**src/rtl/wave_mixer_if.sv**
```systemverilog
// rtl/wave_mixer_if.sv - waveform-in / PWM-out bundle between the function generator and wave_mixer
//
// Signals:
//   Enable_SW   [3:0]          channel enables: [0] sine, [1] saw, [2] tri, [3] square
//   Pulse_in    [3:0]          1-bit waveform streams, same bit order as Enable_SW
//   Mix_out                    PWM output of the mixed level
//   Mix_level   [WIN_BITS-1:0] most recent mixed level
//   Level_valid                one-cycle strobe when Mix_level updates
// Modports:
//   master - waveform source side (drives Enable_SW/Pulse_in)
//   slave  - mixer side (drives Mix_out/Mix_level/Level_valid)

interface wave_mixer_if #(
    parameter int WIN_BITS = 8
);
    logic [3:0]          Enable_SW;
    logic [3:0]          Pulse_in;
    logic                Mix_out;
    logic [WIN_BITS-1:0] Mix_level;
    logic                Level_valid;

    modport master (
        output Enable_SW,
        output Pulse_in,
        input  Mix_out,
        input  Mix_level,
        input  Level_valid
    );

    modport slave (
        input  Enable_SW,
        input  Pulse_in,
        output Mix_out,
        output Mix_level,
        output Level_valid
    );
endinterface

```
**src/rtl/wave_mixer.sv**
```systemverilog
// rtl/wave_mixer.sv - averages enabled waveform duty cycles over a window and re-emits them as PWM
//
// Ports:
//   sysclk  in   system clock, all logic on posedge
//   reset   in   asynchronous active-low reset
//   bus     slave modport of wave_mixer_if:
//             Enable_SW/Pulse_in in (asynchronous, synchronised here)
//             Mix_out/Mix_level/Level_valid out (all registered)
// Parameters:
//   WIN_BITS  log2 of the measurement window in sysclk cycles, also the PWM resolution (4..12)

module wave_mixer #(
    parameter int WIN_BITS = 8
) (
    input  logic        sysclk,
    input  logic        reset,
    wave_mixer_if.slave bus
);

    localparam int SUM_W = WIN_BITS + 3;
    localparam logic [WIN_BITS-1:0] WCNT_MAX = '1;

    // Two-flop synchronisers for the asynchronous waveform and enable inputs
    logic [3:0] p_meta;
    logic [3:0] p;
    logic [3:0] en_meta;
    logic [3:0] en;

    // Window timing / accumulation state
    logic [WIN_BITS-1:0] wcnt;
    logic [3:0]          mask;
    logic [WIN_BITS:0]   cnt [4];

    // Registered outputs
    logic                mix_out_q;
    logic [WIN_BITS-1:0] level_q;
    logic                valid_q;

    // Combinational helpers
    logic                win_close;
    logic [WIN_BITS-1:0] wcnt_next;
    logic [3:0]          hit;
    logic [SUM_W-1:0]    sum;
    logic [2:0]          n_en;
    logic [1:0]          shift;
    logic [SUM_W-1:0]    shifted;
    logic [WIN_BITS-1:0] level_sat;
    logic [WIN_BITS-1:0] level_next;

    assign win_close = (wcnt == WCNT_MAX);
    // Natural wrap of the WIN_BITS-wide counter gives the free-running window/carrier
    assign wcnt_next = wcnt + 1'b1;
    assign hit       = mask & p;

    // Window total includes the sample taken on the closing edge itself,
    // which the channel counters have not yet absorbed.
    always_comb begin
        sum = '0;
        for (int i = 0; i < 4; i++) begin
            sum = sum + {2'b00, cnt[i]} + {{(SUM_W-1){1'b0}}, hit[i]};
        end
    end

    assign n_en = {2'b00, mask[0]} + {2'b00, mask[1]} + {2'b00, mask[2]} + {2'b00, mask[3]};

    // Divide by 1/2/4 for 0-1/2/3-4 channels; three channels are left
    // underscaled by 3/4 on purpose to match the generator's clip factor.
    always_comb begin
        shift = 2'd0;
        case (n_en)
            3'd0, 3'd1: shift = 2'd0;
            3'd2:       shift = 2'd1;
            default:    shift = 2'd2;
        endcase
    end

    assign shifted = sum >> shift;

    // Any bit at or above WIN_BITS means the average reached 2^WIN_BITS;
    // clamp so the PWM never tries for 100% duty.
    assign level_sat = (|shifted[SUM_W-1:WIN_BITS]) ? WCNT_MAX : shifted[WIN_BITS-1:0];

    // Level only moves at a window close, so the PWM period that starts at
    // wcnt==0 always sees one consistent level.
    assign level_next = win_close ? level_sat : level_q;

    always_ff @(posedge sysclk or negedge reset) begin
        if (!reset) begin
            p_meta    <= '0;
            p         <= '0;
            en_meta   <= '0;
            en        <= '0;
            wcnt      <= '0;
            mask      <= '0;
            for (int i = 0; i < 4; i++) begin
                cnt[i] <= '0;
            end
            mix_out_q <= 1'b0;
            level_q   <= '0;
            valid_q   <= 1'b0;
        end else begin
            p_meta  <= bus.Pulse_in;
            p       <= p_meta;
            en_meta <= bus.Enable_SW;
            en      <= en_meta;

            wcnt <= wcnt_next;

            // Mask is frozen for a whole window so counts and divisor agree
            if (win_close) begin
                mask <= en;
            end

            for (int i = 0; i < 4; i++) begin
                if (win_close) begin
                    cnt[i] <= '0;
                end else if (hit[i]) begin
                    cnt[i] <= cnt[i] + 1'b1;
                end
            end

            level_q   <= level_next;
            valid_q   <= win_close;
            // Compare against next-cycle carrier and level so Mix_out during
            // wcnt==k is exactly (k < Mix_level).
            mix_out_q <= (wcnt_next < level_next);
        end
    end

    assign bus.Mix_out     = mix_out_q;
    assign bus.Mix_level   = level_q;
    assign bus.Level_valid = valid_q;

endmodule

```
**src/flat_wrapper.sv**
```systemverilog
// flat-port wrapper written by rule: the top's interface ports become plain ports
module wave_mixer_flat 
#(
    parameter int WIN_BITS = 8
)
  (sysclk, reset, bus_Enable_SW, bus_Pulse_in, bus_Mix_out, bus_Mix_level, bus_Level_valid);
  wave_mixer_if #(.WIN_BITS(WIN_BITS)) bus_i ();
  input  logic sysclk;
  input  logic reset;
  input wire logic [$bits(bus_i.Enable_SW)-1:0] bus_Enable_SW;
  input wire logic [$bits(bus_i.Pulse_in)-1:0] bus_Pulse_in;
  output wire logic [$bits(bus_i.Mix_out)-1:0] bus_Mix_out;
  output wire logic [$bits(bus_i.Mix_level)-1:0] bus_Mix_level;
  output wire logic [$bits(bus_i.Level_valid)-1:0] bus_Level_valid;
  assign bus_i.Enable_SW = bus_Enable_SW;
  assign bus_i.Pulse_in = bus_Pulse_in;
  assign bus_Mix_out = bus_i.Mix_out;
  assign bus_Mix_level = bus_i.Mix_level;
  assign bus_Level_valid = bus_i.Level_valid;
  wave_mixer #(.WIN_BITS(WIN_BITS)) u_core (.sysclk(sysclk), .reset(reset), .bus(bus_i));
endmodule
```
**config.mk**
```make
export PLATFORM = sky130hd
export DESIGN_NAME = wave_mixer_flat
export DESIGN_NICKNAME = d
export VERILOG_FILES = /design/src/rtl/wave_mixer_if.sv /design/src/rtl/wave_mixer.sv /design/src/flat_wrapper.sv
export SDC_FILE = /design/constraint.sdc
export NUM_CORES = 1
export LEC_CHECK = 0
export ABC_CLOCK_PERIOD_IN_PS = 15000
export BUFFER_PORTS_ARGS = -buffer_cell sky130_fd_sc_hd__buf_2
export CORE_UTILIZATION = 36
export DETAILED_ROUTE_END_ITERATION = 16
export PLACE_DENSITY = 0.5
export SYNTH_ARGS = -nofsm -noshare
export SYNTH_HDL_FRONTEND = slang
export SYNTH_SLANG_ARGS = --single-unit
```
**constraint.sdc**
```tcl
create_clock -name sysclk -period 15 [get_ports sysclk]
set_input_delay 1.5 -clock sysclk [delete_from_list [all_inputs] [get_ports sysclk]]
set_output_delay 1.5 -clock sysclk [all_outputs]
set_load 0.03 [all_outputs]
```
==> results_dict.tcl <==
set metrics [dict create \
    status "finished clean" \
    ys_seq_area_share_pct 41.4 \
    grt_util_met3_pct 3.56 \
    synth.distinct_cells 47 \
    clk_pin_slew_worst_paths_ns 0.06 \
    max_clock_freq_mhz 185 \
    post-route-drc-count 0 \
    criticalPathCategory "register to register" \
    synth_flop_cell "dfrtp_1" \
    rrSetupSlack_ns 9.59 \
    hold_end "u_core.p[1]" \
    holdBufCountCts 0 \
    grt_pass1_vias 3146 \
    fin_skew_ns 0.00896 \
    grt_setup_unrepaired "false" \
    vias_per_cell 4.83 \
    final_cell_area_um2 4990 \
    ys_seq_elements 74 \
    fill_cells 1196 \
    worstHoldStart "u_core.p_meta[1]" \
    post_dp_cell_area_um2 4720 \
    reg2regPathDepth 20 \
    finalSetupViolations 0 \
    grt_usage_pct 16.3 \
    max_stage_delay_ns 0.47 \
    hold_viol_final 0 \
    rows 40 \
    clockBufferDepth 2 \
    synth_warnings 0 \
    layout.nets 513 \
    worst_pin_slew_ns 0.979 \
    critPathMaxFanout 10 \
    crit_top_cell "ha_1" \
    die_h_um 113 \
    layout-drive-gt1-share_pct 9.37 \
    p_per_area_nw_per_um2 81.3 \
    dp_hpwl_mm 6.71 \
    syn2layout_area_growth_pct 11.5 \
    antenna_found_initial 0 \
    syn_nets 499 \
    cts_setup_buffers 0 \
    synthArstFlopShare_pct 100 \
    dieArea_um2 12900 \
    final.period_utilization_pct 36.0 \
    critPathRequiredTime_ns 15.26 \
    initial_utilization_pct 37.1 \
    firstDrtPassIters 4 \
    setup_ws_ns 9.59 \
    gr-usage-met2_pct 27.0 \
    synth_top_cells_by_area "dfrtp_1 41%, fa_1 9.4%, ha_1 7.6%" \
    syn_inst 441 \
    netlist_top_cells_count "74 x dfrtp_1, 54 x nor2_1, 37 x inv_1" \
    vias 3029 \
    slew_violations 0 \
    yosysTopAreaCellShare_pct 41.4 \
    overflow 0 \
    hp-class "register to register" \
    pre_cts_ws_ns 9.59 \
    core-area_um2 12100 \
    cp_slowest_cell "fa_1" \
    synth_edf_count 0 \
    cp_cell_sequence "and2_1 > ha_1 > ha_1 > nand3_1 > xnor2_1 > fa_1 > fa_1 > ha_1 > and3_4 > a221oi_2 > o221ai_2 > xor2_1 > a21o_1 > o22ai_1 > ha_1 > a21o_1 > a21o_1 > a21oi_1 > o2111ai_1 > o21ai_0" \
    syn_avg_cell_area_um2 10.1 \
    r2r-end "u_core.bus.Mix_out" \
    post_cts_resized 0 \
    syn_area_um2 4470 \
    cts_root_buffer "clkbuf_16" \
    die_w_um 113 \
    antennaDiodeCount 0 \
    multi_input_area_um2 2410 \
    wl_mm 9.20 \
    numCtsBuffers 9 \
    hold_ws_ns 0.348 \
    ant_nets 0 \
    r2r_start "u_core.mask[0]" \
    layout.area.seq_um2 1850 \
    synth_top_area_cell "dfrtp_1" \
    drv_cap 0 \
    initialDrtViolationCount 134 \
    gr-usage-met1_pct 20.4 \
    synthMostInstantiatedCell "dfrtp_1" \
    io_pins 20 \
    grt_max_degree 75 \
    fin_util_pct 41.4 \
    numPortBuffers 19 \
    crit_path_end_kind "register" \
    cts_tree "done" \
    grt_pass1_wl_mm 15.9 \
    worst_setup_path_start_kind "register" \
    slew_headroom_pct 34.7 \
    crit_arrival_ns 5.67 \
    cp-startpoint "u_core.mask[0]" \
    clock_latency_ns 0.35 \
    hold-path-cell-count 0 \
    h-tree-depth 3 \
    tns_ns 0 \
    gp_congestion 0.821 \
    post-route-min-period_ns 5.41 \
    wl_per_cell_um 14.7 \
    ir_drop_mv 0.0735 \
    cts.sinks 74 \
    grt_busiest_layer "met2" \
    p_leak_uw 0.00245 \
]
## area by class of cell
class,count,share of cell area (%)
inverter,37,2.78
tap,168,4.21
sequential,74,37.1
clock inverter,6,0.853
multi-input combinational,313,48.4
clock buffer,9,4.51
timing repair buffer,20,2.11
## cell families after synthesis
family                   count (synthesis)  synth area share, %
AO/OA/AOI/OAI                           69                 10.9
XOR/XNOR                                51                 9.99
adder cells (fa/ha/maj)                 48                 17.0
buffers and inverters                   54                 4.73
flip-flops                              74                 41.4
multiplexers                             7                 1.62
AND/OR/NAND/NOR                        138                 14.4
## sequential cells by signal, indices dropped and copies added, names as in the netlist, 4 cells and up
register	count
u_core.p	4
u_core.en_meta	4
u_core.cnt	36
u_core.wcnt	8
u_core.bus.Mix_level	8
u_core.p_meta	4
u_core.mask	4
u_core.en	4
## layout by cell type (no fill, tap or decap), types with 3 or more instances in the layout
| master | n |
|---|---|
| ha_1 | 27 |
| a22oi_1 | 3 |
| a211oi_1 | 4 |
| xor2_1 | 32 |
| o22ai_1 | 6 |
| clkbuf_16 | 9 |
| nand2_1 | 27 |
| o22a_1 | 7 |
| buf_2 | 18 |
| o21a_1 | 3 |
| nand2b_1 | 3 |
| and2_1 | 4 |
| and3_1 | 7 |
| o21ai_0 | 8 |
| inv_1 | 37 |
| mux2i_1 | 5 |
| xnor2_1 | 19 |
| a21o_1 | 8 |
| dfrtp_1 | 74 |
| fa_1 | 21 |
| a31oi_1 | 3 |
| nand3_1 | 17 |
| a21oi_1 | 13 |
| nor2_1 | 54 |
| nand4_1 | 14 |
## stage by stage
stage	total power (uW)	instances
after detailed placement	211	612
final	406	627
after floorplan	206	441
after global routing	421	627
after global placement	211	612
after CTS	413	627
## how the worst max path moves through the flow
| stage | end | slack, ns | cells after the start |
|---|---|---|---|
| 2_1_floorplan | u_core.bus.Mix_out | 10.00 | 25 |
| 3_3_place_gp | u_core.bus.Mix_out | 9.72 | 20 |
| 3_5_place_dp | u_core.bus.Mix_out | 9.59 | 22 |
| 4_1_cts | u_core.bus.Mix_out | 9.57 | 20 |
| 5_1_grt | u_core.bus.Mix_out | 9.14 | 23 |
| 6_report | u_core.bus.Mix_out | 9.59 | 20 |
## worst max-delay path: cells and delay by family (launching register included)
family,cells,cell delay (ns)
simple gates,3,0.60
compound gates,9,1.79
flops,1,0.37
xor+xnor,2,0.48
fa+ha+maj,6,2.06
## routing by layer
| metal | part of all wire [%] | vias to the layer above |
|---|---|---|
| met5 | 0 | - |
| met4 | 1.9 | 0 |
| met3 | 2.8 | 14 |
| met2 | 48 | 36 |
| met1 | 47 | 1449 |
| li1 | - | 1530 |
## report_power, final
group	internal [uW]	total, uW	switching [uW]
sequential	202	202	0.589
clock	111	198	87.2
combinational	0.884	4.92	4.03
total	314	406	91.8
No activity file was read; power rests on OpenSTA's default activity.
